### config.mk
export PLATFORM = sky130hd
export DESIGN_NAME = i2s_receiver
export DESIGN_NICKNAME = d
export VERILOG_FILES = /design/src/rtl/i2s_receiver.sv
export SDC_FILE = /design/constraint.sdc
export NUM_CORES = 1
export LEC_CHECK = 0
export ABC_AREA = 1
export CORE_ASPECT_RATIO = 1.2
export CORE_UTILIZATION = 50
export CTS_CLUSTER_DIAMETER = 150
export DETAILED_ROUTE_END_ITERATION = 16
export PLACE_DENSITY = 0.79
export SKIP_LAST_GASP = 1
export SYNTH_ARGS = -nofsm -noshare
export SYNTH_HDL_FRONTEND = slang
export SYNTH_SLANG_ARGS = --single-unit
export TNS_END_PERCENT = 1
### constraint.sdc
create_clock -name CLK -period 2.1 [get_ports CLK]
set_clock_uncertainty 0.2 [all_clocks]
set_input_delay 0.315 -clock CLK [delete_from_list [all_inputs] [get_ports CLK]]
set_output_delay 0.315 -clock CLK [all_outputs]
set_load 0.005 [all_outputs]
### src/rtl/i2s_receiver.sv
`timescale 1ns/1ps
// ---------------------------------------------------------------------------
// i2s_receiver
//
// Slave-mode I2S (Philips format) receiver. The serial bit clock, word
// select and data lines are driven by an external codec and are
// oversampled in the system clock domain. Words arrive MSB first. One bit
// period after WS changes, the next channel's MSB follows. Completed
// stereo frames are offered to the fabric through a valid/ready handshake.
// A sticky flag reports frames overwritten before they were accepted.
//
// Optional feature macro: I2S_RX_OVERRUN_COUNT_EN
//   Defined   : adds the 8-bit saturating Overrun_Count output.
//   Undefined : only the sticky Overrun flag is provided.
//
// Parameters
//   WIDTH          captured bits per channel (8..32)
//
// Ports
//   CLK            system clock, all logic on the rising edge
//   Reset          asynchronous, active-low reset
//   I2S_CLK_IN     external serial bit clock (asynchronous to CLK)
//   I2S_WS_IN      external word select, 0 = left, 1 = right
//   I2S_DATA_IN    external serial data
//   Left/Right     last complete stereo frame
//   Sample_Valid   a frame is pending in Left/Right
//   Sample_Ready   consumer accepts the pending frame
//   Overrun        sticky: a frame was lost before acceptance
//   Overrun_Clear  clears Overrun (and Overrun_Count)
//   Overrun_Count  number of overrun events, saturating (macro only)
// ---------------------------------------------------------------------------
module i2s_receiver #(
  parameter int WIDTH = 16
) (
  input  logic             CLK,
  input  logic             Reset,
  input  logic             I2S_CLK_IN,
  input  logic             I2S_WS_IN,
  input  logic             I2S_DATA_IN,
  output logic [WIDTH-1:0] Left,
  output logic [WIDTH-1:0] Right,
  output logic             Sample_Valid,
  input  logic             Sample_Ready,
  output logic             Overrun,
  input  logic             Overrun_Clear
`ifdef I2S_RX_OVERRUN_COUNT_EN
  ,
  output logic [7:0]       Overrun_Count
`endif
);

  // Capture states. SYNC waits for a WS 1->0 change so that the first
  // word captured is a genuine left word.
  typedef enum logic [1:0] {
    ST_SYNC  = 2'd0,
    ST_LEFT  = 2'd1,
    ST_RIGHT = 2'd2
  } state_e;

  // -------------------------------------------------------------------------
  // Input conditioning
  // -------------------------------------------------------------------------
  // NOTE: the pad inputs are asynchronous to CLK. The first two stages of
  // each chain are a plain synchronizer, and nothing may look at stage 0.
  // The SCK chain has a third stage for rising-edge detection. DATA and WS
  // get the same depth, so their stage 2 is aligned with the SCK sample
  // that detected the edge.
  logic [2:0] sck_sync_q,  sck_sync_d;
  logic [2:0] ws_sync_q,   ws_sync_d;
  logic [2:0] data_sync_q, data_sync_d;
  logic       sck_rise_q,  sck_rise_d;

  always_comb begin
    sck_sync_d  = {sck_sync_q[1:0],  I2S_CLK_IN};
    ws_sync_d   = {ws_sync_q[1:0],   I2S_WS_IN};
    data_sync_d = {data_sync_q[1:0], I2S_DATA_IN};
    sck_rise_d  = sck_sync_q[1] & ~sck_sync_q[2];
  end

  // -------------------------------------------------------------------------
  // Protocol state
  // -------------------------------------------------------------------------
  state_e           state_q,     state_d;
  logic             armed_q,     armed_d;     // ws_ref holds a real sample
  logic             ws_ref_q,    ws_ref_d;    // WS at the previous sck_rise
  logic [5:0]       k_q,         k_d;         // bits since word start
  logic [WIDTH-1:0] shift_q,     shift_d;
  logic [WIDTH-1:0] hold_left_q, hold_left_d;
  logic [WIDTH-1:0] left_q,      left_d;
  logic [WIDTH-1:0] right_q,     right_d;
  logic             valid_q,     valid_d;
  logic             overrun_q,   overrun_d;
`ifdef I2S_RX_OVERRUN_COUNT_EN
  logic [7:0]       ovr_cnt_q,   ovr_cnt_d;
  logic [7:0]       ovr_cnt_base;
`endif

  // Combinational helpers
  logic             bit_d;        // synchronized DATA at this sck_rise
  logic             bit_ws;       // synchronized WS at this sck_rise
  logic             boundary;     // WS changed: this bit ends the word
  logic [WIDTH-1:0] shift_bit;    // shift with the current bit placed
  logic             frame_done;   // right word complete this cycle
  logic             accept;       // consumer takes the pending frame
  logic             overrun_evt;  // pending frame replaced unaccepted

  always_comb begin
    // NOTE: every signal assigned in this block gets a default first, so
    // no path leaves a value unassigned and no latch is inferred.
    state_d     = state_q;
    armed_d     = armed_q;
    ws_ref_d    = ws_ref_q;
    k_d         = k_q;
    shift_d     = shift_q;
    hold_left_d = hold_left_q;
    left_d      = left_q;
    right_d     = right_q;
    frame_done  = 1'b0;
    boundary    = 1'b0;

    bit_d  = data_sync_q[2];
    bit_ws = ws_sync_q[2];

    // Bit k lands at position WIDTH-1-k. For k >= WIDTH no position
    // matches, so bits of long slots past WIDTH are dropped.
    shift_bit = shift_q;
    for (int i = 0; i < WIDTH; i++) begin
      if (k_q == 6'(WIDTH - 1 - i)) begin
        shift_bit[i] = bit_d;
      end
    end

    if (sck_rise_q) begin
      // The very first sample after reset only seeds ws_ref.
      boundary = armed_q && (bit_ws != ws_ref_q);
      ws_ref_d = bit_ws;
      armed_d  = 1'b1;

      if (boundary) begin
        // The bit carrying the WS change is still the old channel's LSB.
        // The new channel's MSB follows on the next sck_rise.
        shift_d = '0;
        k_d     = 6'd0;
        unique case (state_q)
          ST_SYNC: begin
            if (!bit_ws) begin
              state_d = ST_LEFT;
            end
          end
          ST_LEFT: begin
            hold_left_d = shift_bit;
            state_d     = ST_RIGHT;
          end
          ST_RIGHT: begin
            frame_done = 1'b1;
            state_d    = ST_LEFT;
          end
          default: begin
            state_d = ST_SYNC;
          end
        endcase
      end else begin
        shift_d = shift_bit;
        k_d     = (k_q == 6'd63) ? k_q : k_q + 6'd1;
      end
    end

    // Output frame and handshake. Both words load together so the
    // consumer never sees a mixed frame.
    if (frame_done) begin
      left_d  = hold_left_q;
      right_d = shift_bit;
    end
  end

  always_comb begin
    accept      = valid_q & Sample_Ready;
    // A completion in the accepting cycle is a clean hand-over, not a loss.
    overrun_evt = frame_done & valid_q & ~Sample_Ready;
    valid_d     = frame_done | (valid_q & ~accept);
    // A new overrun takes priority over a simultaneous clear.
    overrun_d   = overrun_evt | (overrun_q & ~Overrun_Clear);
  end

`ifdef I2S_RX_OVERRUN_COUNT_EN
  always_comb begin
    ovr_cnt_base = Overrun_Clear ? 8'd0 : ovr_cnt_q;
    ovr_cnt_d    = ovr_cnt_base;
    if (overrun_evt && (ovr_cnt_base != 8'hFF)) begin
      ovr_cnt_d = ovr_cnt_base + 8'd1;
    end
  end
`endif

  // -------------------------------------------------------------------------
  // Registers
  // -------------------------------------------------------------------------
  // NOTE: sequential state uses non-blocking assignments only, so every
  // flop samples the values from before the edge regardless of the order
  // of the statements.
  always_ff @(posedge CLK or negedge Reset) begin
    if (!Reset) begin
      sck_sync_q  <= '0;
      ws_sync_q   <= '0;
      data_sync_q <= '0;
      sck_rise_q  <= 1'b0;
      state_q     <= ST_SYNC;
      armed_q     <= 1'b0;
      ws_ref_q    <= 1'b0;
      k_q         <= '0;
      shift_q     <= '0;
      hold_left_q <= '0;
      left_q      <= '0;
      right_q     <= '0;
      valid_q     <= 1'b0;
      overrun_q   <= 1'b0;
    end else begin
      sck_sync_q  <= sck_sync_d;
      ws_sync_q   <= ws_sync_d;
      data_sync_q <= data_sync_d;
      sck_rise_q  <= sck_rise_d;
      state_q     <= state_d;
      armed_q     <= armed_d;
      ws_ref_q    <= ws_ref_d;
      k_q         <= k_d;
      shift_q     <= shift_d;
      hold_left_q <= hold_left_d;
      left_q      <= left_d;
      right_q     <= right_d;
      valid_q     <= valid_d;
      overrun_q   <= overrun_d;
    end
  end

`ifdef I2S_RX_OVERRUN_COUNT_EN
  always_ff @(posedge CLK or negedge Reset) begin
    if (!Reset) begin
      ovr_cnt_q <= '0;
    end else begin
      ovr_cnt_q <= ovr_cnt_d;
    end
  end

  assign Overrun_Count = ovr_cnt_q;
`endif

  assign Left         = left_q;
  assign Right        = right_q;
  assign Sample_Valid = valid_q;
  assign Overrun      = overrun_q;

endmodule

After elaboration in Yosys (flattened, before gate mapping)
Index checks and enable logic that the tools add are counted.
{ "word_totals": {"regBits": 86, "latchBits": 0, "ramBits": 0, "mem_bits_ro": 0, "inputBits": 7, "out_inout_bits": 34, "word_cells": 78, "n_memories": 0} }
{ "op_classes": {"addsub": 1, "n_mul": 0, "n_div": 0, "magnitude_cmp": 0, "n_eq_ne": 21, "shift": 0, "muxes": 24, "bitwise": 12, "reduce_logical": 6} }
{ "op_table": {"columns": ["operator", "n"], "rows": [
  ["6-bit by 4-bit equality test with 1-bit output (second input constant)", 8],
  ["6-bit by 3-bit equality test with 1-bit output (second input constant)", 4],
  ["1-bit two-way mux", 19],
  ["16-bit two-way mux", 1],
  ["6-bit by 2-bit equality test with 1-bit output (second input constant)", 2],
  ["6-bit two-way mux", 2],
  ["6-bit by 1-bit adder with 6-bit output (second input constant)", 1],
  ["1-bit bitwise AND", 6],
  ["6-bit by 1-bit equality test with 1-bit output (second input constant)", 1],
  ["6-bit equality test (second input constant)", 1],
  ["6-bit logical NOT", 1],
  ["2-bit one-hot mux with 3 select lines", 1],
  ["3-bit AND reduction", 2],
  ["2-bit inequality test (second input constant)", 2],
  ["1-bit NOT", 4],
  ["2-bit by 1-bit equality test with 1-bit output (second input constant)", 1],
  ["2-bit equality test (second input constant)", 1],
  ["2-bit logical NOT", 1],
  ["2-bit two-way mux", 1],
  ["1-bit OR", 2],
  ["2-bit AND reduction", 1],
  ["1-bit logical AND", 1],
  ["1-bit inequality test", 1]
]} }

Logic depth before layout (Yosys ltp)
{ "depth": {"depth_word": 7, "ltp_mapped": 8, "depth_no_buf": 8} }

Worst setup path after synthesis
No wires, ideal clock.
{ "synth_path": {"path_kind": "register to register", "start": "reg k_q[0]", "end": "reg k_q[4]", "setup_time_ps": 117, "arrival_time_ps": 1289, "t_required_ps": 1783, "setup_slack_ps": 495, "path_stages_with_launch": 9, "path_buffers": 0, "period_less_slack_ps": 1605, "cell_sequence": "dfrtp_1 -> ha_1 -> nand2_1 -> nor2_1 -> nand2_1 -> nand2_2 -> nand2_1 -> nand2_1 -> nand2_1"} }
{ "synth_between": {"elab_chain_len": 3, "elab_cells_between_ends": 6, "cone_classes": "add/sub (1); eq/ne (2); mux (2); reduce/logical (1)"} }
{ "synth_lines": {"columns": ["element", "line", "rtl"], "rows": [
  ["start: declaration", "86", "logic [5:0] k_q, k_d;"],
  ["start signal: assignment", "225", "k_q <= k_d;"],
  ["6-bit by 1-bit adder with 6-bit output or 6-bit equality test (tied branches)", "164", "k_d = (k_q == 6'd63) ? k_q : k_q + 6'd1;"],
  ["6-bit two-way mux or 2-bit inequality test (tied branches)", null, null],
  ["6-bit two-way mux or 2-bit AND reduction (tied branches)", null, null]
]} }
Several ways; a longest one is shown, not always the timed one. The select of a mux whose other input is x is not followed.
A chain may end at the register's enable or synchronous reset.

Final worst setup path
{ "layout_path": {"start": "reg k_q[5]", "end": "reg right_q[9] (netlist: Right[9])"} }
{ "layout_between": {"elab_chain_len": 2} }
{ "layout_lines": {"columns": ["element", "line", "rtl"], "rows": [
  ["6-bit by 3-bit equality test with 1-bit output", "128", "if (k_q == 6'(WIDTH - 1 - i)) begin"],
  ["1-bit two-way mux", "128", null],
  ["end signal: assignment", "229", "right_q <= right_d;"],
  ["end: declaration", "90", "logic [WIDTH-1:0] right_q, right_d;"]
]} }
No other way between the ends.

==> flow_summary.html <==
<table>
<tr><th>Metric</th><th>Value</th></tr>
<tr><th colspan="2">Clock tree</th></tr>
<tr><td>Number of buffers inserted during clock tree synthesis</td><td>9</td></tr>
<tr><td>Cell at the root of the clock tree</td><td>sky130_fd_sc_hd__clkbuf_8</td></tr>
<tr><td>Buffer depth of the longest clock path</td><td>2</td></tr>
<tr><td>Worst-Skew Late Latency</td><td>0.36 ns</td></tr>
<tr><td>Clk sink count</td><td>86</td></tr>
<tr><td>Setup Fix Bufs, Post-CTS</td><td>0</td></tr>
<tr><td>Clock tree from TritonCTS</td><td>done</td></tr>
<tr><td>Level count of the clock H-tree</td><td>3</td></tr>
<tr><td>Clock slew seen by the registers of the worst setup and hold paths</td><td>0.09 ns</td></tr>
<tr><th colspan="2">Timing</th></tr>
<tr><td>Shortest period the worst path allows</td><td>1.87 ns</td></tr>
<tr><td>Count of final max-slew check failures</td><td>0</td></tr>
<tr><td>Worst slew pin tran</td><td>0.503 ns</td></tr>
<tr><td>Number of hold-slack violations in the final timing report</td><td>0</td></tr>
<tr><td>Slew HR</td><td>0.664</td></tr>
<tr><td>Final worst-path cycle share</td><td>0.891</td></tr>
<tr><td>RSZ-0062 raised after global routing</td><td>no</td></tr>
<tr><td>Final sum of negative setup slack</td><td>0 ns</td></tr>
<tr><td>Final setup fails</td><td>0</td></tr>
<tr><td>Max Clk Rate</td><td>534 MHz</td></tr>
<tr><th colspan="2">Critical path</th></tr>
<tr><td>Category of the worst setup path launch point</td><td>flip-flop</td></tr>
<tr><td>Most used cell, CP</td><td>sky130_fd_sc_hd__nand2_1</td></tr>
<tr><td>CP Class</td><td>flip-flop to flip-flop</td></tr>
<tr><td>Count of buffer and inverter cells on the critical path</td><td>0</td></tr>
<tr><td>Largest delay contributor family on the critical path</td><td>simple AND/OR/NAND/NOR gates</td></tr>
<tr><td>Cell chain of the critical path</td><td>nor2_2 -&gt; nand2_1 -&gt; o21bai_1 -&gt; nand3_1 -&gt; nand2_1</td></tr>
<tr><td>Worst-path fanout max</td><td>13</td></tr>
<tr><td>Worst endpoint data arrival time</td><td>1.96 ns</td></tr>
<tr><td>Largest stage delay on the critical path</td><td>0.43 ns</td></tr>
<tr><td>Worst path slowest cell</td><td>sky130_fd_sc_hd__dfrtp_1</td></tr>
<tr><td>Required time at the endpoint of the critical path</td><td>2.19 ns</td></tr>
<tr><td>Kind of end point of the critical path</td><td>flip-flop</td></tr>
<tr><th colspan="2">Global routing</th></tr>
<tr><td>Met3 Resource Use GR</td><td>0.0336</td></tr>
<tr><td>Global Route met2 Usage</td><td>0.346</td></tr>
<tr><td>Pin count of the biggest net entering global routing</td><td>87</td></tr>
<tr><td>Antenna violations before repair</td><td>0</td></tr>
<tr><td>First-pass GRT wire length</td><td>13.6 mm</td></tr>
<tr><td>Global-route track usage on met1</td><td>0.290</td></tr>
<tr><td>Global router's overall resource usage</td><td>0.220</td></tr>
<tr><td>Number of global-route vias before repair</td><td>2970</td></tr>
<tr><td>Overall overflow remaining after global route</td><td>0</td></tr>
<tr><td>GRT busiest layer</td><td>met2</td></tr>
<tr><th colspan="2">Logic synthesis</th></tr>
<tr><td>Part of the Yosys area used for sequential elements</td><td>0.557</td></tr>
<tr><td>Largest cells by area after synthesis</td><td>sky130_fd_sc_hd__dfrtp_1 56%, sky130_fd_sc_hd__nand2_1 17%, sky130_fd_sc_hd__nand3_1 7.5%</td></tr>
<tr><td>Number of distinct library cells after synthesis</td><td>25</td></tr>
<tr><td>Most used standard cell by instance count after synthesis</td><td>sky130_fd_sc_hd__nand2_1</td></tr>
<tr><td>Most frequently used flop master after synthesis</td><td>sky130_fd_sc_hd__dfrtp_1</td></tr>
<tr><td>Area fraction of the dominant cell type after synthesis</td><td>0.557</td></tr>
<tr><td>Cells after Synth</td><td>434</td></tr>
<tr><td>Net count after synthesis</td><td>445</td></tr>
<tr><td>Register bit total from synthesis</td><td>86</td></tr>
<tr><td>Synth cell count leaders</td><td>179 x sky130_fd_sc_hd__nand2_1, 86 x sky130_fd_sc_hd__dfrtp_1, 58 x sky130_fd_sc_hd__nand3_1</td></tr>
<tr><td>Cell type contributing the most total cell area after synthesis</td><td>sky130_fd_sc_hd__dfrtp_1</td></tr>
<tr><td>Number of enable-type register cells in the synthesized netlist</td><td>0</td></tr>
<tr><td>Share of async-settable or async-resettable flops after synthesis</td><td>1.00</td></tr>
<tr><td>Post-synthesis instance area</td><td>3860 sq um</td></tr>
<tr><td>Yosys synthesis warning count</td><td>0</td></tr>
<tr><td>Syn_area_per_cell</td><td>8.90 sq um</td></tr>
<tr><th colspan="2">Pwr</th></tr>
<tr><td>Cell Pwr Density</td><td>779 nW/um^2</td></tr>
<tr><td>Largest voltage drop on the vdd net</td><td>0.475 mV</td></tr>
<tr><td>Leak Pwr</td><td>2.33 nW</td></tr>
<tr><th colspan="2">Detailed routing</th></tr>
<tr><td>Count of TritonRoute iterations in the first routing pass</td><td>4</td></tr>
<tr><td>WL per Instance</td><td>13.7 microns</td></tr>
<tr><td># DRC</td><td>0</td></tr>
<tr><td>Via-per-instance ratio</td><td>5.22</td></tr>
<tr><td>Number of vias in the routed layout</td><td>2967</td></tr>
<tr><td>Count of nets left with antenna violations after detail routing</td><td>0</td></tr>
<tr><td>Detailed Route WL</td><td>7.78 mm</td></tr>
<tr><td>Number of DRC markers after the initial detailed-route iteration</td><td>195</td></tr>
<tr><th colspan="2">Floorplan</th></tr>
<tr><td>Area of the die</td><td>8080 sq um</td></tr>
<tr><td>Std-Cell Core Area</td><td>7360 sq um</td></tr>
<tr><td>Horiz. Die Dim</td><td>82.2 microns</td></tr>
<tr><td>Std-Cell Rows</td><td>34</td></tr>
<tr><td>Die Height</td><td>98.3 microns</td></tr>
<tr><td>I/O pin count</td><td>41</td></tr>
<tr><td>Initial Utilization</td><td>0.525</td></tr>
<tr><th colspan="2">Cells and area</th></tr>
<tr><td>Sequential cell area</td><td>2150 sq um</td></tr>
<tr><td>Share of cells above drive strength 1</td><td>0.0962</td></tr>
<tr><td>Multi-input logic area</td><td>1480 sq um</td></tr>
<tr><td>Count of fill cells added during filler insertion</td><td>629</td></tr>
<tr><td>Number of nets in the finished design</td><td>484</td></tr>
<tr><td>Post-route non-filler standard cell count</td><td>568</td></tr>
<tr><td>Synth-to-layout area growth</td><td>15.4%</td></tr>
<tr><td>Antenna Cells</td><td>0</td></tr>
<tr><th colspan="2">Job</th></tr>
<tr><td>Number of violations of the max-capacitance limit</td><td>0</td></tr>
<tr><th colspan="2">Hold path</th></tr>
<tr><td>Kind of path behind the tightest hold check</td><td>flip-flop to flip-flop</td></tr>
<tr><th colspan="2">Status</th></tr>
<tr><td>Run status</td><td>completed</td></tr>
<tr><th colspan="2">Placement</th></tr>
<tr><td>Number of cells after detailed placement</td><td>551</td></tr>
<tr><td>Placer's final routability congestion estimate</td><td>0.873</td></tr>
<tr><td>Count of input and output buffers</td><td>40</td></tr>
<tr><td>Placed wire-length estimate after detailed placement</td><td>5.23 mm</td></tr>
</table>
==> layer usage <==
layer  vias up  routed length [microns]
li1       1476                        -
met1      1411                     3520
met2        64                     3850
met3        16                      224
met4         0                      189
met5         -                        0
==> report_power, final <==
part           internal (mW)  switching [mW]
Sequential              1.78          0.0841
Combinational          0.217           0.320
Clock                  0.444           0.627
==> registers in the layout, indices dropped and copies added (netlist names) <==
register      flops
armed_q           1
sck_rise_q        1
shift_q          16
Left             16
k_q               6
Right            16
state_q           2
hold_left_q      16
Overrun           1
Sample_Valid      1
ws_ref_q          1
ws_sync_q         3
data_sync_q       3
sck_sync_q        3
==> cell type report <==
cell class / instances / share of cell area
flip-flops and latches: 86 / 0.483
multi-input cells: 309 / 0.333
repair buffers: 44 / 0.0993
clock buffers: 9 / 0.0278
well taps: 90 / 0.0253
inverters: 23 / 0.0199
clock inverters: 7 / 0.0123
==> per-stage QoR <==
stage | hold slack, ns | power, mW | worst slack (ns) | area (sq um) | util
3_3_place_gp | 0.133 | 2.41 | 0.310 | 4270 | 0.580
5_1_grt | 0.172 | 3.66 | 0.0583 | 4460 | 0.606
4_1_cts | 0.156 | 3.51 | 0.255 | 4460 | 0.606
6_report | 0.154 | 3.47 | 0.228 | 4460 | 0.606
2_1_floorplan | -0.181 | 2.23 | 0.495 | 3860 | -
3_5_place_dp | 0.136 | 2.43 | 0.271 | 4270 | 0.580
==> worst paths after layout <==
path | from | cells past startpoint | slack (ns) | endpoint
max | k_q[5]$_DFFE_PN0P_ | 5 | 0.23 | Right[9]$_DFFE_PN0P_
min | data_sync_q[1]$_DFF_PN0_ | 0 | 0.15 | data_sync_q[2]$_DFF_PN0_
max reg2reg | k_q[5]$_DFFE_PN0P_ | 5 | 0.23 | Right[9]$_DFFE_PN0P_
min reg2reg | data_sync_q[1]$_DFF_PN0_ | 0 | 0.15 | data_sync_q[2]$_DFF_PN0_
max in group asynchronous | Reset | 3 | 1.03 | Right[8]$_DFFE_PN0P_
min in group asynchronous | Reset | 3 | 0.33 | ws_sync_q[2]$_DFF_PN0_
==> repair_timing <==
| item | 4_1_cts | 5_1_grt |
|---|---|---|
| endpoints found under the setup margin | 0 | 2 |
| hold endpoints to repair | 86 | 0 |
| hold buffers | 1 | 0 |
| resized for setup | 0 | 1 |
==> cell families (layout without fill, tap and decap cells) <==
| group | after synthesis | in the layout | share of synthesized area |
|---|---|---|---|
| AND/OR/NAND/NOR | 283 | 283 | 0.327 |
| flip-flops | 86 | 86 | 0.557 |
| AO/OA/AOI/OAI | 22 | 22 | 0.0437 |
| buffers and inverters | 39 | 83 | 0.0596 |
| adder cells (fa/ha/maj) | 4 | 4 | 0.0130 |
==> placed cells by master (no fill, tap or decap), drive strengths merged <==
cell type and instances:
clkbuf 9, nor2 18, o22ai 1, o21bai 16, dfrtp 86, nand3 59
clkinv 1, inv 27, clkdlybuf4s50 39, dlygate4sd3 1, buf 4, o21ai 4
or2 2, nand4 17, a21oi 1, nand2 187, clkinvlp 2, ha 4
Power figures use the tool's default switching activity.
